===== src/rtl/fetch_unit.sv =====
// Instruction fetch stage for the pipelined LC-3b datapath: owns the PC, talks to
// instruction memory over read/resp, and presents IR plus decoded mode bits to decode.
module fetch_unit #(
   parameter logic [15:0] RESET_PC = 16'h0000
) (
   input  logic        clk,
   input  logic        rst_n,
   output logic        imem_read,
   output logic [15:0] imem_address,
   input  logic        imem_resp,
   input  logic [15:0] imem_rdata,
   input  logic        stall,
   input  logic        redirect,
   input  logic [15:0] redirect_pc,
   output logic        if_valid,
   output logic [15:0] if_ir,
   output logic [15:0] if_pc,
   output logic [15:0] if_pc_plus2,
   output logic [3:0]  if_opcode,
   output logic        if_a,
   output logic        if_d,
   output logic        if_r
);

   typedef enum logic [1:0] {FETCH, HOLD, DRAIN} state_t;

   localparam logic [15:0] RST_PC = RESET_PC & 16'hFFFE;

   state_t      state_reg;
   logic [15:0] addr_reg;
   logic [15:0] pc_next_reg;
   logic [15:0] buf_ir_reg;
   logic [15:0] buf_pc_reg;
   logic [15:0] ir_reg;
   logic [15:0] pc_reg;
   logic        valid_reg;
   logic [15:0] target;

   assign target = redirect_pc & 16'hFFFE;

   // Gated by rst_n so the request drops the instant reset asserts.
   assign imem_read    = rst_n && (state_reg != HOLD);
   assign imem_address = addr_reg;

   assign if_valid    = valid_reg;
   assign if_ir       = ir_reg;
   assign if_pc       = pc_reg;
   assign if_pc_plus2 = pc_reg + 16'd2;
   assign if_opcode   = ir_reg[15:12];
   assign if_a        = ir_reg[5];
   assign if_d        = ir_reg[4];
   assign if_r        = ir_reg[11];

   always_ff @(posedge clk or negedge rst_n) begin
      if (!rst_n) begin
         state_reg   <= FETCH;
         addr_reg    <= RST_PC;
         pc_next_reg <= RST_PC;
         buf_ir_reg  <= 16'h0000;
         buf_pc_reg  <= 16'h0000;
         ir_reg      <= 16'h0000;
         pc_reg      <= 16'h0000;
         valid_reg   <= 1'b0;
      end else begin
         case (state_reg)
            FETCH: begin
               if (imem_resp) begin
                  if (redirect) begin
                     addr_reg  <= target;
                     valid_reg <= 1'b0;
                  end else if (!valid_reg || !stall) begin
                     ir_reg    <= imem_rdata;
                     pc_reg    <= addr_reg;
                     valid_reg <= 1'b1;
                     addr_reg  <= addr_reg + 16'd2;
                  end else begin
                     // Decode is stalled on a live word: park the new one.
                     buf_ir_reg <= imem_rdata;
                     buf_pc_reg <= addr_reg;
                     addr_reg   <= addr_reg + 16'd2;
                     state_reg  <= HOLD;
                  end
               end else if (redirect) begin
                  // Read in flight: address must stay put until it completes.
                  pc_next_reg <= target;
                  valid_reg   <= 1'b0;
                  state_reg   <= DRAIN;
               end else if (valid_reg && !stall) begin
                  valid_reg <= 1'b0;
               end
            end
            HOLD: begin
               if (redirect) begin
                  addr_reg  <= target;
                  valid_reg <= 1'b0;
                  state_reg <= FETCH;
               end else if (!stall) begin
                  ir_reg    <= buf_ir_reg;
                  pc_reg    <= buf_pc_reg;
                  state_reg <= FETCH;
               end
            end
            DRAIN: begin
               if (imem_resp) begin
                  addr_reg  <= redirect ? target : pc_next_reg;
                  state_reg <= FETCH;
               end else if (redirect) begin
                  pc_next_reg <= target;
               end
            end
            default: state_reg <= FETCH;
         endcase
      end
   end

endmodule


===== config.mk =====
export PLATFORM = sky130hd
export DESIGN_NAME = fetch_unit
export DESIGN_NICKNAME = d
export VERILOG_FILES = /design/src/rtl/fetch_unit.sv
export SDC_FILE = /design/constraint.sdc
export NUM_CORES = 1
export LEC_CHECK = 0
export ABC_AREA = 1
export CORE_UTILIZATION = 36
export CTS_BUF_LIST = sky130_fd_sc_hd__clkbuf_2 sky130_fd_sc_hd__clkbuf_4 sky130_fd_sc_hd__clkbuf_8
export CTS_CLUSTER_SIZE = 28
export DETAILED_ROUTE_END_ITERATION = 10
export PLACE_DENSITY = 0.59
export SYNTH_ARGS = -nofsm -noshare
export SYNTH_HDL_FRONTEND = slang
export SYNTH_SLANG_ARGS = --single-unit

===== constraint.sdc =====
create_clock -name clk -period 2.5 [get_ports clk]
set_clock_uncertainty 0.2 [all_clocks]
set_input_delay 0.5 -clock clk [delete_from_list [all_inputs] [get_ports clk]]
set_output_delay 0.5 -clock clk [all_outputs]
set_load 0.005 [all_outputs]

### Word-level counts from Yosys, hierarchy flattened

Cells that the tools add are included.
Widths: inputs -> output; s select.

| storage, ports and cells | value |
|---|---|
| flip-flop bits (word level) | 99 |
| output and inout bits | 73 |
| word-level logic and storage cells | 77 |

| cells by class | value |
|---|---|
| add/subtract/negate cells | 2 |
| eq/ne operators | 16 |
| muxes and demuxes | 33 |
| bitwise gates (word level) | 3 |
| reduce and logical (&&, ||, !) cells | 15 |

Operators by type and width:

| kind | count |
|---|---|
| $mux 16 | 15 |
| $pmux 16 s2 | 2 |
| $pmux 16 s3 | 1 |
| $add 16x2->16 const B | 2 |
| $mux 2 | 7 |
| $ne 2x2->1 const B | 7 |
| $ne 3x3->1 const B | 4 |
| $reduce_and 4->1 | 3 |
| $ne 4x4->1 const B | 2 |
| $mux 1 | 6 |
| $pmux 2 s3 | 1 |
| $reduce_and 6->1 | 1 |
| $reduce_and 5->1 | 1 |
| $not 1->1 | 3 |
| $reduce_bool 3->1 | 1 |
| $eq 2x1->1 const B | 1 |
| $eq 2x2->1 const B | 1 |
| $logic_and 1x1->1 | 2 |
| $logic_not 1->1 | 2 |
| $logic_not 2->1 | 1 |
| $ne 2x1->1 const B | 1 |
| $pmux 1 s2 | 1 |
| $reduce_and 2->1 | 1 |
| $reduce_bool 2->1 | 1 |
| 2 further kinds | 2 |

### Logic depth before layout (Yosys ltp)

Gate-level depths: netlist (run 1).

| logic depth | value |
|---|---|
| depth after elaboration | 6 |
| mapped depth | 11 |
| depth with buffers taken out | 10 |

### Worst setup path after synthesis (run 1)

No wires, ideal clock.

| timing | value |
|---|---|
| path type | register -> output |
| from | register pc_reg[1], in the netlist if_pc[1] |
| to | output port if_pc_plus2[13] |
| arrival time | 1.308 ns |
| slack | 0.492 ns |
| cell stages (with the launch flop) | 8 |
| path buffers | 0 |
| cell sequence | dfrtp_1 ha_1 nand2_1 nor2_1 nand4_1 nor2_1 nand3_1 xor2_1 |

| between the ends | value |
|---|---|
| cells in the longest elaborated chain, start to end | 1 |

Ends and longest elaborated chain:

| item | RTL line | source |
|---|---|---|
| start: declaration | 35 | `logic [15:0] pc_reg;` |
| start signal: assignment | 73 | `pc_reg <= addr_reg;` |
| start signal: assignment | 99 | `pc_reg <= buf_pc_reg;` |
| $add 16x2->16 | 48 | `assign if_pc_plus2 = pc_reg + 16'd2;` |
| end: declaration | 18 | `output logic [15:0] if_pc_plus2,` |

No other way between the ends.

### Worst setup path after layout (run 1)

| timing | value |
|---|---|
| from | register pc_reg[2], in the netlist if_pc[2] |
| to | output port if_pc_plus2[7] |

Same word-level chain as after synthesis.

==> flow_summary.json, run 1 <==
{
  "nNetsFinal": 864,
  "met1_usage": 0.279,
  "htree_levels": 3,
  "cts.path.max_buffers": 2,
  "endpoint": "if_pc_plus2[7]",
  "grt_pass1_vias": 4705,
  "viasPerCell": 4.99,
  "tritoncts": "done",
  "die_h_um": 123,
  "grt_max_degree": 100,
  "synth.cell_area_mm2": 0.00531,
  "setup_ws_ps": 38.1,
  "place_ws_ps": -45.1,
  "rr_startpoint": "state_reg[0]$_DFFE_PN0P_",
  "violations": "hold timing",
  "whs_ps": -36.3,
  "fin_util": 0.480,
  "grt_use_met3": 0.0369,
  "cp.arrival_ps": 1760,
  "synth_cell_types": 26,
  "p_int_mw": 4.75,
  "critPathLaunchType": "flip-flop",
  "ys_seq_area_frac": 0.467,
  "place_congestion": 0.822,
  "fin_crit_ps": 2460,
  "drtAntennaViolNets": 0,
  "yosys_warnings": 0,
  "coreArea_mm2": 0.0145,
  "powerDensity_mw_per_mm2": 1160,
  "cts_made_buffers": 9,
  "ctsHoldBuffers": 0,
  "ys_ff_latch": 99,
  "crit_path_max_fanout": 3,
  "path_class": "reg2out",
  "irDropWorstVdd_uv": 429,
  "finalHoldViolCount": 28,
  "mostFrequentLayoutCell": "nand2_1",
  "tightest_slew_ps": 558,
  "io_pins": 110,
  "firstDrtPassIters": 5,
  "reg2regPathDepth": 10,
  "netSwitchingFraction": 0.410,
  "drt_wl_total_um": 14200,
  "grt.busiest_layer": "met2",
  "grtUsageMet2": 0.306,
  "antenna_found_initial": 0,
  "power_switching_mw": 3.30,
  "num_antenna_cells": 0,
  "required_ps": 1800,
  "worstReg2RegEnd": "imem_address[1]$_DFFE_PN0P_",
  "dp_hpwl_um": 9870,
  "drt-initial-drc-count": 424,
  "clkTransAtPathRegs_ps": 90,
  "io_buffers": 108,
  "dieWidth_um": 123,
  "dieArea_mm2": 0.0152,
  "setup_violations": 0,
  "p_comb_frac": 0.504,
  "wl_per_cell_um": 14.0,
  "leakage_nw": 3.25,
  "synthCells": 715,
  "cp-startpoint": "if_pc[2]$_DFFE_PN0P_",
  "fin_tns_setup_ps": 0,
  "start_util": 0.367,
  "syn2layout_area_growth_pct": 30.8,
  "rsz0062_at_grt": "true",
  "slew_violations": 0,
  "p_seq_frac": 0.360,
  "clock_sinks": 99,
  "clock_latency_ps": 380,
  "r2r_slack_ps": 410,
  "drc": 0,
  "maxCapViolations": 0,
  "clock_power_share": 0.136,
  "syn_nets": 758,
  "status": "complete, but fails checks",
  "fillers": 1436,
  "drive_above_1_share": 0.0885,
  "slew_headroom": 0.628,
  "grtUsageTotal": 0.196,
  "synth.avg_cell_area_um2": 7.43,
  "fin_crit_sh": 0.985,
  "cts_root_buf": "clkbuf_8",
  "grt_remaining_overflow": 0,
  "timing.fmax_mhz": 406,
  "fp-row-count": 44,
  "hold_class": "in2async",
  "layout_common_cells": "nand2_1 (196), o21ai_0 (117), dfrtp_1 (98)",
  "critPathCaptureType": "output port",
  "vias": 5033,
  "grt_pass1_wl_um": 23000
}
## routing by layer
| metal | up-vias | routed length (um) |
|---|---|---|
| li1 | 2522 | - |
| met3 | 9 | 630 |
| met4 | 0 | 129 |
| met2 | 117 | 6460 |
| met5 | - | 0 |
| met1 | 2385 | 6940 |
## critical path: stages (launching register included)
cell and delay (ps):
dfrtp_1 430, ha_4 170, nand2_4 60, buf_6 120, nor4_4 110, buf_4 160, buf_6 90, xor2_1 120
buf_2 130
## timing repair
action | 4_1_cts | 5_1_grt
buffers inserted | 5 | 2
endpoints found under the hold margin | 0 | 0
pin swaps | 9 | 9
resized for setup | 45 | 15
setup endpoints to repair | 12 | 13
## per-stage QoR
stage	instances	power, mW	instance area, um2
6_report	1009	8.05	6950
2_1_floorplan	715	5.06	5310
4_1_cts	1008	8.07	6910
3_5_place_dp	988	6.96	6630
3_3_place_gp	988	6.83	6630
5_1_grt	1009	8.83	6950
## cell families (layout without fill, tap and decap cells)
logic type                 count (synthesis)  after routing  share of synthesized area
adders and majority gates                  6              6                     0.0141
DFF                                       99             99                      0.467
buffers and inverters                    121            231                     0.0950
AOI/OAI and AO/OA                        187            187                      0.184
and+or+nand+nor                          290            290                      0.221
xor gates and xnor gates                  12             12                     0.0198
## power by group through the flow
stage / Sequential, mW / Combinational [mW] / Clock [mW]
detailed placement: 2.91 / 4.04 / 0
CTS: 2.89 / 4.05 / 1.12
floorplan: 2.80 / 2.26 / 0
global route: 3.00 / 4.64 / 1.19
finish: 2.90 / 4.06 / 1.09
global placement: 2.88 / 3.96 / 0
## cell usage after synthesis
| master | number | area, um2 |
|---|---|---|
| buf_1 | 2 | 7.51 |
| buf_2 | 9 | 45.0 |
| dfrtp_1 | 99 | 2480 |
| clkinv_1 | 1 | 3.75 |
| xor2_1 | 12 | 105 |
| nand3_1 | 29 | 145 |
| o21a_1 | 1 | 7.51 |
| inv_2 | 1 | 3.75 |
| o21ai_0 | 117 | 586 |
| a22oi_1 | 9 | 67.6 |
| ha_1 | 6 | 75.1 |
| inv_1 | 74 | 278 |
| nand2_1 | 198 | 743 |
| clkbuf_2 | 1 | 5.00 |
| nor4_1 | 2 | 12.5 |
| nor4_4 | 1 | 21.3 |
| o211ai_1 | 2 | 15.0 |
| buf_4 | 10 | 75.1 |
| o22ai_1 | 1 | 6.26 |
| o21ai_1 | 2 | 10.0 |
| nor2_1 | 48 | 180 |
| a21oi_1 | 51 | 255 |
| clkbuf_1 | 23 | 86.3 |
| nand4_1 | 7 | 43.8 |
| a21boi_0 | 4 | 30.0 |
| nor3_1 | 5 | 25.0 |
## worst min-delay path by stage
| stage | from | to | slack [ps] |
|---|---|---|---|
| 2_1_floorplan | rst_n | buf_ir_reg[0]$_DFFE_PN0P_ | 4 |
| 3_3_place_gp | buf_ir_reg[12]$_DFFE_PN0P_ | buf_ir_reg[12]$_DFFE_PN0P_ | 260 |
| 3_5_place_dp | buf_ir_reg[7]$_DFFE_PN0P_ | buf_ir_reg[7]$_DFFE_PN0P_ | 270 |
| 4_1_cts | rst_n | state_reg[0]$_DFFE_PN0P_ | 7 |
| 5_1_grt | rst_n | state_reg[1]$_DFFE_PN0P_ | 4 |
| 6_report | rst_n | state_reg[0]$_DFFE_PN0P_ | -40 |
## cell type report
type	count	area, um2	share of cell area
well taps	184	230	0.0331
multi-input cells	495	2420	0.348
clock buffers	12	159	0.0229
inverters	76	285	0.0411
repair buffers	140	1330	0.191
flip-flops and latches	99	2480	0.357
clock inverters	3	47.5	0.00684
No activity file was read; power rests on OpenSTA's default activity.
==> run 2, diff against run 1 <==
--- a/config.mk
+++ b/config.mk
@@ -10,2 +10,3 @@
 export CTS_BUF_LIST = sky130_fd_sc_hd__clkbuf_2 sky130_fd_sc_hd__clkbuf_4 sky130_fd_sc_hd__clkbuf_8
+export CTS_CLUSTER_DIAMETER = 100
 export CTS_CLUSTER_SIZE = 28
--- a/constraint.sdc
+++ b/constraint.sdc
@@ -4,2 +4,2 @@
 set_output_delay 0.5 -clock clk [all_outputs]
-set_load 0.005 [all_outputs]
+set_load 0.02 [all_outputs]
==> flow_summary.json, run 2 (synthesized netlist as in run 1, its figures left out) <==
{
  "status": "complete, but fails checks",
  "violations": "setup timing",
  "p_comb_frac": 0.541,
  "power_switching_mw": 3.92,
  "netSwitchingFraction": 0.456,
  "clock_latency_ps": 390,
  "max_stage_delay_ps": 370,
  "firstDrtPassIters": 5,
  "drt-initial-drc-count": 336,
  "fin_tns_setup_ps": -109,
  "layout_common_cells": "nand2_1 (196), o21ai_0 (117), dfrtp_1 (99)",
  "nNetsFinal": 864,
  "grt_remaining_overflow": 0,
  "total_power_mw": 8.60,
  "leakage_nw": 3.20,
  "crit_path_max_fanout": 2,
  "required_ps": 1800,
  "wl_per_cell_um": 13.7,
  "clock_power_share": 0.125,
  "path_class": "reg2out",
  "syn2layout_area_growth_pct": 29.8,
  "critPathCaptureType": "output port",
  "dp_hpwl_um": 9700,
  "clock_sinks": 99,
  "htree_levels": 3,
  "place_congestion": 0.831,
  "setup_violations": 2,
  "critPathLaunchType": "flip-flop",
  "fin_crit_ps": 2560,
  "path_cells": "ha_2 > nand2_2 > nor2_4 > nand4_1 > nor2_2 > buf_4 > nand3_2 > xor2_1 > buf_4",
  "die_h_um": 123,
  "worst_path_max_delay_cell": "dfrtp_1",
  "grt_max_degree": 69,
  "grtUsageTotal": 0.192,
  "drc": 0,
  "post_dp_cell_area_mm2": 0.00664,
  "powerDensity_mw_per_mm2": 1250,
  "viasPerCell": 4.94,
  "multi_input_area_mm2": 0.00239,
  "fillers": 1404,
  "place_ws_ps": -73.7,
  "dieArea_mm2": 0.0152,
  "num_antenna_cells": 0,
  "vias": 4988,
  "setup_ws_ps": -63.7,
  "clkTransAtPathRegs_ps": 100,
  "io_pins": 110,
  "tritoncts": "done",
  "finalNonFillerCells": 1010,
  "dpl.cell_count": 990,
  "mostFrequentLayoutCell": "nand2_1",
  "drt_wl_total_um": 13800,
  "cp.arrival_ps": 1860,
  "coreArea_mm2": 0.0145,
  "slew_violations": 0,
  "antenna_found_initial": 0,
  "grt_pass1_vias": 4579,
  "cp_common_cell": "buf_4",
  "cts_root_buf": "clkbuf_8",
  "rsz0062_at_grt": "true",
  "whs_ps": 99.1,
  "cts.path.max_buffers": 2,
  "fin_crit_sh": 1.03,
  "grt_pass1_wl_um": 22800,
  "p_seq_frac": 0.334,
  "start_util": 0.367,
  "cts_made_buffers": 9,
  "maxCapViolations": 0,
  "finalHoldViolCount": 0,
  "fin_area_mm2": 0.00689,
  "slew_headroom": 0.435,
  "io_buffers": 108,
  "drtAntennaViolNets": 0,
  "irDropWorstVdd_uv": 495,
  "reg2regPathDepth": 7,
  "tightest_slew_ps": 848,
  "dieWidth_um": 123,
  "register_area_mm2": 0.00248,
  "timing.fmax_mhz": 390,
  "drive_above_1_share": 0.0896,
  "fp-row-count": 44,
  "fin_util": 0.476,
  "hold_class": "in2async",
  "p_int_mw": 4.68
}
## run 2: cell types whose count changed in the layout (fill, tap and decap cells not counted), sizes merged
cell	change
buf	+2
clkbuf	-3
clkdlybuf4s15	+1
clkdlybuf4s50	-1
clkinv	-1
clkinvlp	+3
dlymetal6s2s	-2
inv	+2
## run 2: worst max-delay path: cells and delay by family, from the launching register on
| kind | cells | cell delay (ps) |
|---|---|---|
| and+or+nand+nor | 5 | 500 |
| DFF | 1 | 370 |
| buffers and inverters | 2 | 280 |
| adders and majority gates | 1 | 190 |
| xor gates and xnor gates | 1 | 150 |
## run 2: area by class of cell
| type | instances | area share |
|---|---|---|
| clock buffer | 9 | 0.0180 |
| clock inverter | 7 | 0.0109 |
| inverter | 76 | 0.0414 |
| multi-input combinational | 495 | 0.347 |
| sequential | 99 | 0.359 |
| tap | 184 | 0.0334 |
| timing repair buffer | 140 | 0.190 |
## run 2: repair_timing
action	4_1_cts	5_1_grt
pin swaps	2	4
setup endpoints to repair	14	12
hold buffers	0	0
resized for setup	51	18
setup buffers	3	1
## run 2: power groups by stage
stage	logic [mW]	registers [mW]	clock network, mW
finish	4.65	2.87	1.08
floorplan	2.48	3.21	0
CTS	4.64	2.87	1.11
global placement	4.61	2.87	0
detailed placement	4.68	2.89	0
global route	5.24	2.97	1.16
## run 2: worst paths after layout
path,start,endpoint,slack (ps)
worst max-delay path,if_pc[1]$_DFFE_PN0P_,if_pc_plus2[13],-60
worst min-delay path,rst_n,if_valid$_DFFE_PN0P_,100
worst max register to register,state_reg[1]$_DFFE_PN0P_,if_pc[9]$_DFFE_PN0P_,370
worst min register to register,buf_ir_reg[7]$_DFFE_PN0P_,buf_ir_reg[7]$_DFFE_PN0P_,290
max in group asynchronous,rst_n,state_reg[1]$_DFFE_PN0P_,1020
min in group clk,buf_ir_reg[7]$_DFFE_PN0P_,buf_ir_reg[7]$_DFFE_PN0P_,290
## run 2: per-layer routing
layer  GRT usage  wire [um]  vias up
met2       0.288       6180      130
met5           0          0        -
met1       0.279       6740     2326
met4      0.0768        235        0
met3      0.0254        680       16
li1            -          -     2516
==> run 3, diff against run 2 <==
- CORE_UTILIZATION: 36 -> 53
- PLACE_DENSITY: 0.59 -> 0.81
==> flow_summary.json, run 3 (synthesized netlist as in run 1, its figures left out) <==
{
  "clock_latency_ps": 370,
  "cp.arrival_ps": 1830,
  "timing.fmax_mhz": 396,
  "coreArea_mm2": 0.00973,
  "grtUsageTotal": 0.277,
  "grt_remaining_overflow": 0,
  "viasPerCell": 5.40,
  "clkTransAtPathRegs_ps": 100,
  "whs_ps": 99.2,
  "dieWidth_um": 102,
  "slew_headroom": 0.499,
  "io_buffers": 108,
  "place_ws_ps": -100,
  "layout_common_cells": "nand2_1 (195), o21ai_0 (117), dfrtp_1 (99)",
  "htree_levels": 3,
  "hold_class": "in2async",
  "setup_violations": 3,
  "status": "complete, but fails checks",
  "critPathLaunchType": "flip-flop",
  "multi_input_area_mm2": 0.00237,
  "rr_startpoint": "state_reg[1]$_DFFE_PN0P_",
  "mostFrequentLayoutCell": "nand2_1",
  "dieArea_mm2": 0.0104,
  "r2r_slack_ps": 260,
  "dpl.cell_count": 942,
  "violations": "setup timing",
  "grt_max_degree": 65,
  "clock_sinks": 99,
  "cts_setup_buffers": 0,
  "register_area_mm2": 0.00248,
  "leakage_nw": 3.20,
  "wl_per_cell_um": 14.3,
  "antenna_found_initial": 0,
  "grt_pass1_vias": 4785,
  "finalHoldViolCount": 0,
  "drt-initial-drc-count": 419,
  "dp_hpwl_um": 9790,
  "drt_wl_total_um": 13700,
  "fin_crit_sh": 1.01,
  "crit_path_max_fanout": 3,
  "io_pins": 110,
  "tritoncts": "done",
  "num_antenna_cells": 0,
  "slew_violations": 0,
  "fin_crit_ps": 2530,
  "place_congestion": 0.888,
  "rsz0062_at_grt": "true",
  "ctsHoldBuffers": 0,
  "grt_pass1_wl_um": 22400,
  "reg2regPathDepth": 8,
  "drc": 0,
  "total_power_mw": 8.72,
  "cp-startpoint": "if_pc[2]$_DFFE_PN0P_",
  "firstDrtPassIters": 6,
  "finalNonFillerCells": 958,
  "path_class": "reg2out",
  "start_util": 0.546,
  "maxCapViolations": 0,
  "die_h_um": 102,
  "drtAntennaViolNets": 0,
  "nNetsFinal": 863,
  "cts_made_buffers": 9,
  "endpoint": "if_pc_plus2[12]",
  "syn2layout_area_growth_pct": 28.5,
  "irDropWorstVdd_uv": 592,
  "required_ps": 1800,
  "cts.path.max_buffers": 2,
  "cts_root_buf": "clkbuf_8",
  "drive_above_1_share": 0.0836,
  "fp-row-count": 36,
  "setup_ws_ps": -27.7,
  "powerDensity_mw_per_mm2": 1280,
  "fillers": 785,
  "tightest_slew_ps": 751,
  "vias": 5171,
  "worstReg2RegEnd": "if_pc[10]$_DFFE_PN0P_",
  "fin_util": 0.701,
  "critPathCaptureType": "output port"
}
[run 3: cell count changes in the layout (fill, tap and decap cells not counted), sizes merged]
cell,change
inv,-1
dlygate4sd2,+1
buf,-1
clkbuf,+2
clkinvlp,-3
clkinv,+1
[run 3: per-layer routing]
layer | routed length, um | GRT usage
met5 | 0 | 0
met4 | 232 | 0.0934
met3 | 897 | 0.0486
met2 | 6640 | 0.443
met1 | 5950 | 0.383
[run 3: where the power goes]
| group | internal, mW | switching [mW] |
|---|---|---|
| sequential | 2.32 | 0.544 |
| combinational | 1.92 | 2.83 |
| clock | 0.537 | 0.576 |
[run 3: worst max-delay path, stage by stage, from the launching register on]
cell and delay, ps:
dfrtp_1 390, buf_4 140, nand3_1 90, nor2_1 100, nand2_1 90, nor2_2 150, nand2_2 80, buf_4 140
xor2_1 140, buf_4 170
[run 3: how the worst min path moves through the flow]
stage | start | end | slack (ps) | cells after the start
2_1_floorplan | rst_n | buf_ir_reg[0]$_DFFE_PN0P_ | 4 | 0
3_3_place_gp | buf_ir_reg[0]$_DFFE_PN0P_ | buf_ir_reg[0]$_DFFE_PN0P_ | 260 | 2
3_5_place_dp | buf_pc_reg[0]$_DFFE_PN0P_ | buf_pc_reg[0]$_DFFE_PN0P_ | 270 | 2
4_1_cts | rst_n | buf_ir_reg[0]$_DFFE_PN0P_ | 110 | 2
5_1_grt | rst_n | if_ir[15]$_DFFE_PN0P_ | 150 | 2
6_report | rst_n | buf_ir_reg[0]$_DFFE_PN0P_ | 100 | 2
[run 3: layout make-up]
class,count,share of cell area
inverter,76,0.0418
clock inverter,4,0.00825
sequential,99,0.363
multi-input combinational,495,0.347
tap,133,0.0244
clock buffer,12,0.0233
timing repair buffer,139,0.193
[run 3: stage by stage]
stage	area (um2)	setup TNS [ps]
final	6820	-60.5
after floorplan	5310	0
after global routing	6820	-893
after global placement	6590	-41.1
after detailed placement	6590	-331
after CTS	6790	-8.58
[run 3: what timing repair did]
action,CTS,global route
endpoints found under the setup margin,14,12
pin swaps,0,2
resized for setup,45,20
